`config.mk`:
```
export PLATFORM = sky130hd
export DESIGN_NAME = bcd_square
export DESIGN_NICKNAME = d
export VERILOG_FILES = /design/src/rtl/bcd_square.sv
export SDC_FILE = /design/constraint.sdc
export NUM_CORES = 1
export LEC_CHECK = 0
export ABC_CLOCK_PERIOD_IN_PS = 3400
export CORE_UTILIZATION = 50
export CTS_CLUSTER_SIZE = 40
export DETAILED_ROUTE_END_ITERATION = 6
export GPL_TIMING_DRIVEN = 0
export PLACE_DENSITY = 0.68
export SLEW_MARGIN = 20
export SYNTH_ARGS = -nofsm -noshare
export SYNTH_HDL_FRONTEND = slang
export SYNTH_SLANG_ARGS = --single-unit
```
`constraint.sdc`:
```
create_clock -name clk -period 3.4 [get_ports clk]
set_clock_uncertainty 0.05 [all_clocks]
set_input_delay 0.68 -clock clk [delete_from_list [all_inputs] [get_ports clk]]
set_output_delay 0.68 -clock clk [all_outputs]
set_load 0.01 [all_outputs]
```
`src/rtl/bcd_square.sv`:
```
// Iterative BCD squarer: BCD->binary, shift-add square, double-dabble back to BCD.
// Optional input digit check enabled by defining BCD_SQUARE_DIGIT_CHECK_EN.
module bcd_square #(
  parameter int N_IN  = 3,
  parameter int BIN_W = 10
) (
  input  logic                clk,
  input  logic                rst_n,
  input  logic [4*N_IN-1:0]   in_dec,
  input  logic                in_valid,
  output logic                in_ready,
  output logic [8*N_IN-1:0]   out_dec,
  output logic                out_valid,
  input  logic                out_ready,
  output logic                out_err
);

  localparam int P_W   = 2 * BIN_W;
  localparam int D_W   = 8 * N_IN;
  localparam int SH_W  = D_W + P_W;
  localparam int CNT_W = $clog2(P_W + 1);

  typedef enum logic [2:0] {IDLE, CONV, MUL, DABBLE, DONE} state_t;

  state_t             state, state_nx;
  logic [4*N_IN-1:0]  dec_q;
  logic [BIN_W-1:0]   bin, bin_nx;
  logic [CNT_W-1:0]   cnt;
  logic [P_W-1:0]     mcand, prod, prod_nx;
  logic [BIN_W-1:0]   mplier;
  logic [SH_W-1:0]    sh, sh_adj, sh_shift;
  logic [3:0]         digit;
`ifdef BCD_SQUARE_DIGIT_CHECK_EN
  logic               err;
`endif

  always_ff @(posedge clk or negedge rst_n) begin
    if (!rst_n) state <= IDLE;
    else        state <= state_nx;
  end

  // DABBLE runs one extra cycle after the final shift to load out_dec.
  always_comb begin
    state_nx = state;
    case (state)
      IDLE:    if (in_valid)                     state_nx = CONV;
      CONV:    if (cnt == CNT_W'(N_IN - 1))      state_nx = MUL;
      MUL:     if (cnt == CNT_W'(BIN_W - 1))     state_nx = DABBLE;
      DABBLE:  if (cnt == CNT_W'(P_W))           state_nx = DONE;
      DONE:    if (out_ready)                    state_nx = IDLE;
      default:                                   state_nx = IDLE;
    endcase
  end

  always_comb begin
    digit   = dec_q[4*N_IN-1 -: 4];
    bin_nx  = BIN_W'(bin * BIN_W'(10)) + BIN_W'(digit);
    prod_nx = mplier[0] ? prod + mcand : prod;
    sh_adj  = sh;
    for (int i = 0; i < 2 * N_IN; i++) begin
      if (sh[P_W + 4*i +: 4] >= 4'd5)
        sh_adj[P_W + 4*i +: 4] = sh[P_W + 4*i +: 4] + 4'd3;
    end
    sh_shift = {sh_adj[SH_W-2:0], 1'b0};
  end

  always_ff @(posedge clk or negedge rst_n) begin
    if (!rst_n) begin
      dec_q   <= '0;
      bin     <= '0;
      cnt     <= '0;
      mcand   <= '0;
      mplier  <= '0;
      prod    <= '0;
      sh      <= '0;
      out_dec <= '0;
`ifdef BCD_SQUARE_DIGIT_CHECK_EN
      err     <= 1'b0;
`endif
    end else begin
      case (state)
        IDLE: begin
          if (in_valid) begin
            dec_q <= in_dec;
            bin   <= '0;
            cnt   <= '0;
`ifdef BCD_SQUARE_DIGIT_CHECK_EN
            err   <= 1'b0;
`endif
          end
        end
        CONV: begin
          bin   <= bin_nx;
          dec_q <= {dec_q[4*N_IN-5:0], 4'h0};
`ifdef BCD_SQUARE_DIGIT_CHECK_EN
          if (digit > 4'd9) err <= 1'b1;
`endif
          if (cnt == CNT_W'(N_IN - 1)) begin
            cnt    <= '0;
            mcand  <= P_W'(bin_nx);
            mplier <= bin_nx;
            prod   <= '0;
          end else begin
            cnt <= cnt + CNT_W'(1);
          end
        end
        MUL: begin
          prod   <= prod_nx;
          mcand  <= {mcand[P_W-2:0], 1'b0};
          mplier <= {1'b0, mplier[BIN_W-1:1]};
          if (cnt == CNT_W'(BIN_W - 1)) begin
            cnt <= '0;
            sh  <= SH_W'(prod_nx);
          end else begin
            cnt <= cnt + CNT_W'(1);
          end
        end
        DABBLE: begin
          if (cnt == CNT_W'(P_W)) begin
            cnt <= '0;
`ifdef BCD_SQUARE_DIGIT_CHECK_EN
            out_dec <= err ? '0 : sh[SH_W-1 -: D_W];
`else
            out_dec <= sh[SH_W-1 -: D_W];
`endif
          end else begin
            sh  <= sh_shift;
            cnt <= cnt + CNT_W'(1);
          end
        end
        default: ;
      endcase
    end
  end

  assign in_ready  = (state == IDLE);
  assign out_valid = (state == DONE);
`ifdef BCD_SQUARE_DIGIT_CHECK_EN
  assign out_err   = (state == DONE) && err;
`else
  assign out_err   = 1'b0;
`endif

endmodule

```
==> run_results.csv, run 1 <==
group,metric,value,unit
clock_tree,cts_buffer_depth,2,
critical_path,cp.arrival,2.14,ns
clock_tree,cts_resized,0,
sta,tightestPinTransition,1.08,ns
global_routing,grt_max_degree,78,
critical_path,r2r_end,"mcand[4]",
route,route.detailed.drc,0,
power_and_ir_drop,power_leakage,0.00430,uW
route,wire_per_inst,16.1,microns
cells_and_area,area_growth,15.9,%
power_and_ir_drop,pwr-share-comb,3.3,%
synth,synth-seq-cells,147,
cells_and_area,final_net_count,974,
synth,synth.top_cell.area_share,45.9,%
sta,worst_slack,0.532,ns
sta,rsz0062_at_grt,"false",
placed_design,dp_slack,0.496,ns
synth,syn_area,8010,sq um
power_and_ir_drop,p_seq_share,47.6,%
clock_tree,clkSinkCount,147,
clock_tree,cts_root_buf,"clkbuf_16",
sta,finalHoldViolations,0,
critical_path,critPathLaunchType,"flip-flop",
cells_and_area,fin_util,60.2,%
placed_design,dp_hpwl,13100,microns
clock_tree,path_clk_slew,0.06,ns
cells_and_area,fillerInstances,1358,
power_and_ir_drop,pwr-share-clk,49.1,%
clock_tree,numCtsBuffers,17,
synth,yosysTopAreaCell,"dfrtp_1",
sta,fin_crit_sh,84.3,%
route,drt_pass1_iterations,5,
die,coreArea,15400,sq um
synth,synthDistinctLibCells,58,
synth,yosys_warnings,0,
clock_tree,htreeDepth,4,
power_and_ir_drop,p_switching,830,uW
clock_tree,clk_latency,0.42,ns
die,num_rows,45,
sta,finalSetupViolCount,0,
critical_path,r2r-start,"state[2]",
global_routing,grt_pass1_wl,30300,microns
synth,ys.flop_type,"dfrtp_1",
clock_tree,cts_hold_buf,0,
synth,synth-seq-area-share,45.9,%
critical_path,cp_max_fo,10,
power_and_ir_drop,irDropWorstVdd,0.394,mV
synth,syn_avg_cell_area,9.48,sq um
sta,whs,0.160,ns
clock_tree,post_cts_buffers,0,
die,die_x,129,microns
global_routing,track_usage,23.7,%
route,drt-initial-drc-count,418,
die,pin_count,43,
synth,synth_edf_count,0,
die,dieHeight,129,microns
cells_and_area,multi_input_area,4040,sq um
cells_and_area,register_area,3680,sq um
route,ant_nets,0,
status,status,"finished clean",
job,maxCapViolCount,0,
sta,slew_violations,0,
power_and_ir_drop,p_sw_share,22.4,%
sta,max_slew_margin,27.5,%
placed_design,gp_congestion,0.891,
power_and_ir_drop,power.internal,2880,uW
synth,synth_fp_nets,913,
global_routing,antenna_found_initial,0,
global_routing,grt_pass1_vias,6009,
power_and_ir_drop,p_per_area,399,nW/um^2
placed_design,io_buffers,41,
route,vias_per_cell,5.59,
critical_path,rr_worst_depth,7,
route,vias,6311,
route,routed_wl,18100,microns
global_routing,gr-total-overflow,0,
sta,min_period,2.87,ns
synth,async_flop_share,100,%
cells_and_area,drive_above_1_share,8.50,%
critical_path,cp.required,2.67,ns
die,start_util,51.9,%
die,fp.dieArea,16500,sq um
clock_tree,cts_tree,"built",
sta,max_freq,349,MHz
synth,synth_area_leaders,"dfrtp_1 (46%), ha_1 (7.7%), o21ai_0 (5.1%)",
critical_path,r2r_slack,0.54,ns
critical_path,endpoint_kind,"output pin",
cells_and_area,antenna_cells,0,
synth,syn_inst,845,
min_path,worstHoldPathType,"input pin to asynchronous set/reset pin",
critical_path,critPathKind,"flip-flop to output pin",
==> area by class of cell <==
type | instances | area share (%)
inverters | 28 | 1.13
flip-flops and latches | 147 | 39.6
repair buffers | 42 | 4.77
multi-input cells | 625 | 43.5
clock inverters | 13 | 1.47
well taps | 211 | 2.84
plain buffers | 45 | 2.01
clock buffers | 18 | 4.62
==> cells in the final DEF, fill, tap and decap left out, drive strengths merged, types with 6 or more instances in the layout <==
| cell type | instances |
|---|---|
| dfrtp | 147 |
| nand2 | 99 |
| o21ai | 83 |
| a21oi | 69 |
| nor2 | 62 |
| clkbuf | 50 |
| ha | 49 |
| clkdlybuf4s50 | 40 |
| nand3 | 33 |
| inv | 30 |
| mux2 | 25 |
| nor3 | 24 |
| xor2 | 22 |
| xnor2 | 21 |
| a21o | 15 |
| buf | 15 |
| o22ai | 14 |
| nand2b | 12 |
| mux2i | 11 |
| a31oi | 8 |
| a221o | 8 |
| o31ai | 7 |
| a32o | 6 |
==> cell usage after synthesis (6+ instances only) <==
library cell	count
dfrtp_1	147
nand2_1	98
o21ai_0	82
a21oi_1	69
nor2_1	61
ha_1	49
nand3_1	33
clkbuf_1	32
inv_1	28
mux2_2	25
nor3_1	24
xnor2_1	21
xor2_1	21
a21o_1	15
o22ai_1	14
nand2b_1	12
buf_2	11
mux2i_1	11
a221o_1	8
a31oi_1	8
o31ai_1	7
a32o_1	6
==> layer usage <==
metal	part of all wire, %	up-vias	global-route usage, %
met5	0	-	0
met4	1.5	0	7.47
met3	2.9	21	4.20
met2	46	105	36.7
met1	50	3079	33.8
li1	-	3106	-
==> worst max-delay path, stage by stage, from the launching register on <==
cell             delay (ns)
dfrtp_1                0.37
clkbuf_1               0.22
nor3_1                 0.49
clkdlybuf4s50_1        0.64
==> through the flow <==
| stage | setup TNS (ns) | cells | area (sq um) | power, uW |
|---|---|---|---|---|
| 6_report | 0 | 1129 | 9290 | 3710 |
| 5_1_grt | 0 | 1129 | 9290 | 3830 |
| 4_1_cts | 0 | 1129 | 9290 | 3740 |
| 3_5_place_dp | 0 | 1098 | 8720 | 1920 |
| 3_3_place_gp | -648.26 | 1097 | 8690 | 1920 |
| 2_1_floorplan | 0 | 845 | 8010 | 1840 |
==> state kept, by name, indices dropped and copies added, names as in the netlist <==
signal   flops
sh          44
mplier      10
out_dec     24
state        3
cnt          5
prod        20
dec_q       12
mcand       20
bin          9
==> power by group through the flow <==
stage          logic (uW)  clock network [uW]  registers (uW)
6_report              122                1820            1760
5_1_grt               139                1920            1760
4_1_cts               126                1850            1760
3_5_place_dp          125                   0            1800
3_3_place_gp          119                   0            1800
2_1_floorplan        50.5                   0            1790
==> worst max path at each step <==
stage / slack, ns / startpoint / cells past startpoint / end
floorplan: 0.90 / bin[1] / 10 / mcand[9]
global placement: -4.42 / rst_n / 1 / out_dec[7]
detailed placement: 0.50 / state[2] / 7 / mplier[7]
CTS: 0.50 / state[0] / 3 / in_ready
global route: 0.38 / state[0] / 3 / in_ready
finish: 0.53 / state[0] / 3 / in_ready
==> cells by family after synthesis <==
family | share of synthesized area [%]
multiplexers | 4.89
AND/OR/NAND/NOR | 14.5
flip-flops | 45.9
XOR/XNOR | 4.79
adder cells (fa/ha/maj) | 8.40
buffers and inverters | 3.64
other | 0.0468
AO/OA/AOI/OAI | 17.8
No activity file was read; power rests on OpenSTA's default activity.
==> run 2, diff against run 1 <==
Settings changed: ABC_CLOCK_PERIOD_IN_PS 3400 to 3000.
Clock period 3.4 ns to 3 ns, I/O delays scaled along.
==> results of run 2 <==
Same layout as run 1 (identical final DEF). Status: finished clean.
Among the figures that moved: setup slack after placement 0.496 ns -> 0.0961 ns; setup slack after layout 0.532 ns -> 0.137 ns; hold slack 0.160 ns -> 0.0799 ns; start point of the critical path state[0] -> state[2]; end point of the critical path in_ready -> mcand[4]; register-to-register setup slack 0.54 ns -> 0.14 ns; total power 3710 uW -> 4200 uW; worst IR drop on VDD 0.394 mV -> 0.446 mV
==> run 3, diff against run 2 <==
Settings changed: CELL_PAD_IN_SITES_DETAIL_PLACEMENT set to 1, CELL_PAD_IN_SITES_GLOBAL_PLACEMENT set to 2, CORE_UTILIZATION 50 to 39, PLACE_DENSITY 0.68 to unset, PLACE_DENSITY_LB_ADDON set to 0.1.
==> run 3 against run 2 <==
Compared with the run above:
- core utilization shrank 13 points
- cell count grew 5.4%
- largest power group unchanged
- register-to-register slack better by 0.05 ns
- flip-flop and latch count did not move
- setup slack improved by 0.047 ns
- maximum frequency up 1.7%
- highest routed layer unchanged
==> run_results.csv, run 3 (same netlist as run 1, synthesis figures left out) <==
group,metric,value,unit
cells_and_area,area_growth,18.0,%
power_and_ir_drop,power.internal,3450,uW
global_routing,grt_pass1_vias,7118,
power_and_ir_drop,p_seq_share,44.8,%
sta,rsz0062_at_grt,"false",
global_routing,grt_max_degree,82,
power_and_ir_drop,pwr-share-comb,3.2,%
route,drt_pass1_iterations,5,
cells_and_area,layout_common_cells,"dfrtp_1 (147), nand2_1 (98), o21ai_0 (82)",
route,vias,6515,
route,ant_nets,0,
sta,tightestPinTransition,0.939,ns
global_routing,track_usage,23.0,%
placed_design,dp_slack,0.0293,ns
die,coreArea,20200,sq um
placed_design,gp_congestion,0.822,
sta,min_period,2.82,ns
sta,max_slew_margin,36.9,%
critical_path,critPathLaunchType,"flip-flop",
die,fp.dieArea,21100,sq um
min_path,worstHoldPathType,"input pin to asynchronous set/reset pin",
global_routing,antenna_found_initial,0,
clock_tree,cts_buffer_depth,2,
die,pin_count,43,
job,maxCapViolCount,0,
clock_tree,clk_latency,0.43,ns
route,drt-met1-wl,10700,microns
die,die_x,145,microns
global_routing,gr-total-overflow,0,
cells_and_area,fin_util,46.9,%
sta,finalSetupViolCount,0,
placed_design,dp_hpwl,16700,microns
critical_path,cp.required,2.35,ns
route,wire_per_inst,18.8,microns
power_and_ir_drop,p_per_area,472,nW/um^2
route,routed_wl,22400,microns
cells_and_area,antenna_cells,0,
power_and_ir_drop,irDropWorstVdd,0.353,mV
critical_path,endpoint_kind,"output pin",
die,dieHeight,145,microns
critical_path,critPathKind,"flip-flop to output pin",
route,wl_met2,10900,microns
clock_tree,clkSinkCount,147,
cells_and_area,fin_area,9450,sq um
critical_path,cp.arrival,2.17,ns
die,num_rows,52,
clock_tree,path_clk_slew,0.07,ns
sta,slew_violations,0,
placed_design,placed_area,8790,sq um
route,vias_per_cell,5.47,
global_routing,grt_pass1_wl,38000,microns
cells_and_area,reg_top3,"sh (44), out_dec (24)",
cells_and_area,largest-register,"sh",
clock_tree,htreeDepth,4,
cells_and_area,drive_above_1_share,9.24,%
route,drt-initial-drc-count,343,
power_and_ir_drop,p_switching,1010,uW
cells_and_area,mostFrequentLayoutCell,"dfrtp_1",
cells_and_area,largest_reg_flops,44,
route,routed.top_layer,"met4",
sta,finalHoldViolations,0,
power_and_ir_drop,pwr-share-clk,52.0,%
die,start_util,39.7,%
clock_tree,numCtsBuffers,17,
cells_and_area,final_net_count,975,
placed_design,io_buffers,41,
sta,fin_crit_sh,93.8,%
critical_path,cp_max_fo,10,
power_and_ir_drop,power_leakage,0.00435,uW
status,status,"finished clean",
power_and_ir_drop,p_sw_share,22.6,%
clock_tree,cts_tree,"built",
route,wl_met3,501,microns
clock_tree,cts_root_buf,"clkbuf_16",
sta,worst_slack,0.185,ns
sta,max_freq,355,MHz
route,route.detailed.drc,0,
[run 3: stage by stage]
| stage | TNS, ns | std cells | total power, uW | hold slack (ns) |
|---|---|---|---|---|
| floorplan | 0 | 845 | 2090 | 0.254 |
| global route | 0 | 1190 | 4610 | 0.157 |
| detailed placement | 0 | 1157 | 2180 | 0.420 |
| finish | 0 | 1190 | 4460 | 0.113 |
| CTS | 0 | 1189 | 4520 | 0.140 |
| global placement | -719.79 | 1156 | 2170 | 0.412 |
[run 3: repair_timing]
action	CTS	global route
resized for setup	1	6
gates cloned	0	0
hold buffers	0	0
buffers inserted	0	1
pin swaps	0	2
setup endpoints to repair	1	9
[run 3: path summary, 6_finish.rpt]
check,slack (ns),end,startpoint,cells after the start
min in group clk,0.43,sh[5],sh[5],1
worst min register to register,0.43,sh[5],sh[5],1
worst min-delay path,0.11,out_dec[11],rst_n,1
worst max-delay path,0.18,in_ready,state[0],3
max in group asynchronous,2.01,prod[11],rst_n,2
worst max register to register,0.19,mplier[9],bin[1],10
[run 3: per-layer routing]
metal | vias up | track usage, %
li1 | 3109 | -
met1 | 3296 | 30.5
met2 | 89 | 38.8
met3 | 21 | 3.54
met4 | 0 | 6.58
met5 | - | 0
[run 3: cell type report]
cell class              count  area [sq um]
multi-input cells         625          4060
well taps                 270           338
plain buffers              45           188
repair buffers             43           450
inverters                  28           105
clock buffers              19           433
clock inverters            13           198
fillers                  2273         10700
flip-flops and latches    147          3680
[run 3: worst max-delay path: stages (launching register included)]
cell,delay (ns)
dfrtp_1,0.37
clkbuf_1,0.22
nor3_1,0.50
clkdlybuf4s50_1,0.64
[run 3: power by group through the flow]
stage	Sequential [uW]	Combinational, uW	Clock, uW
6_report	2000	142	2320
2_1_floorplan	2030	57.2	0
4_1_cts	2000	149	2370
5_1_grt	2000	164	2450
3_3_place_gp	2040	138	0
3_5_place_dp	2030	147	0
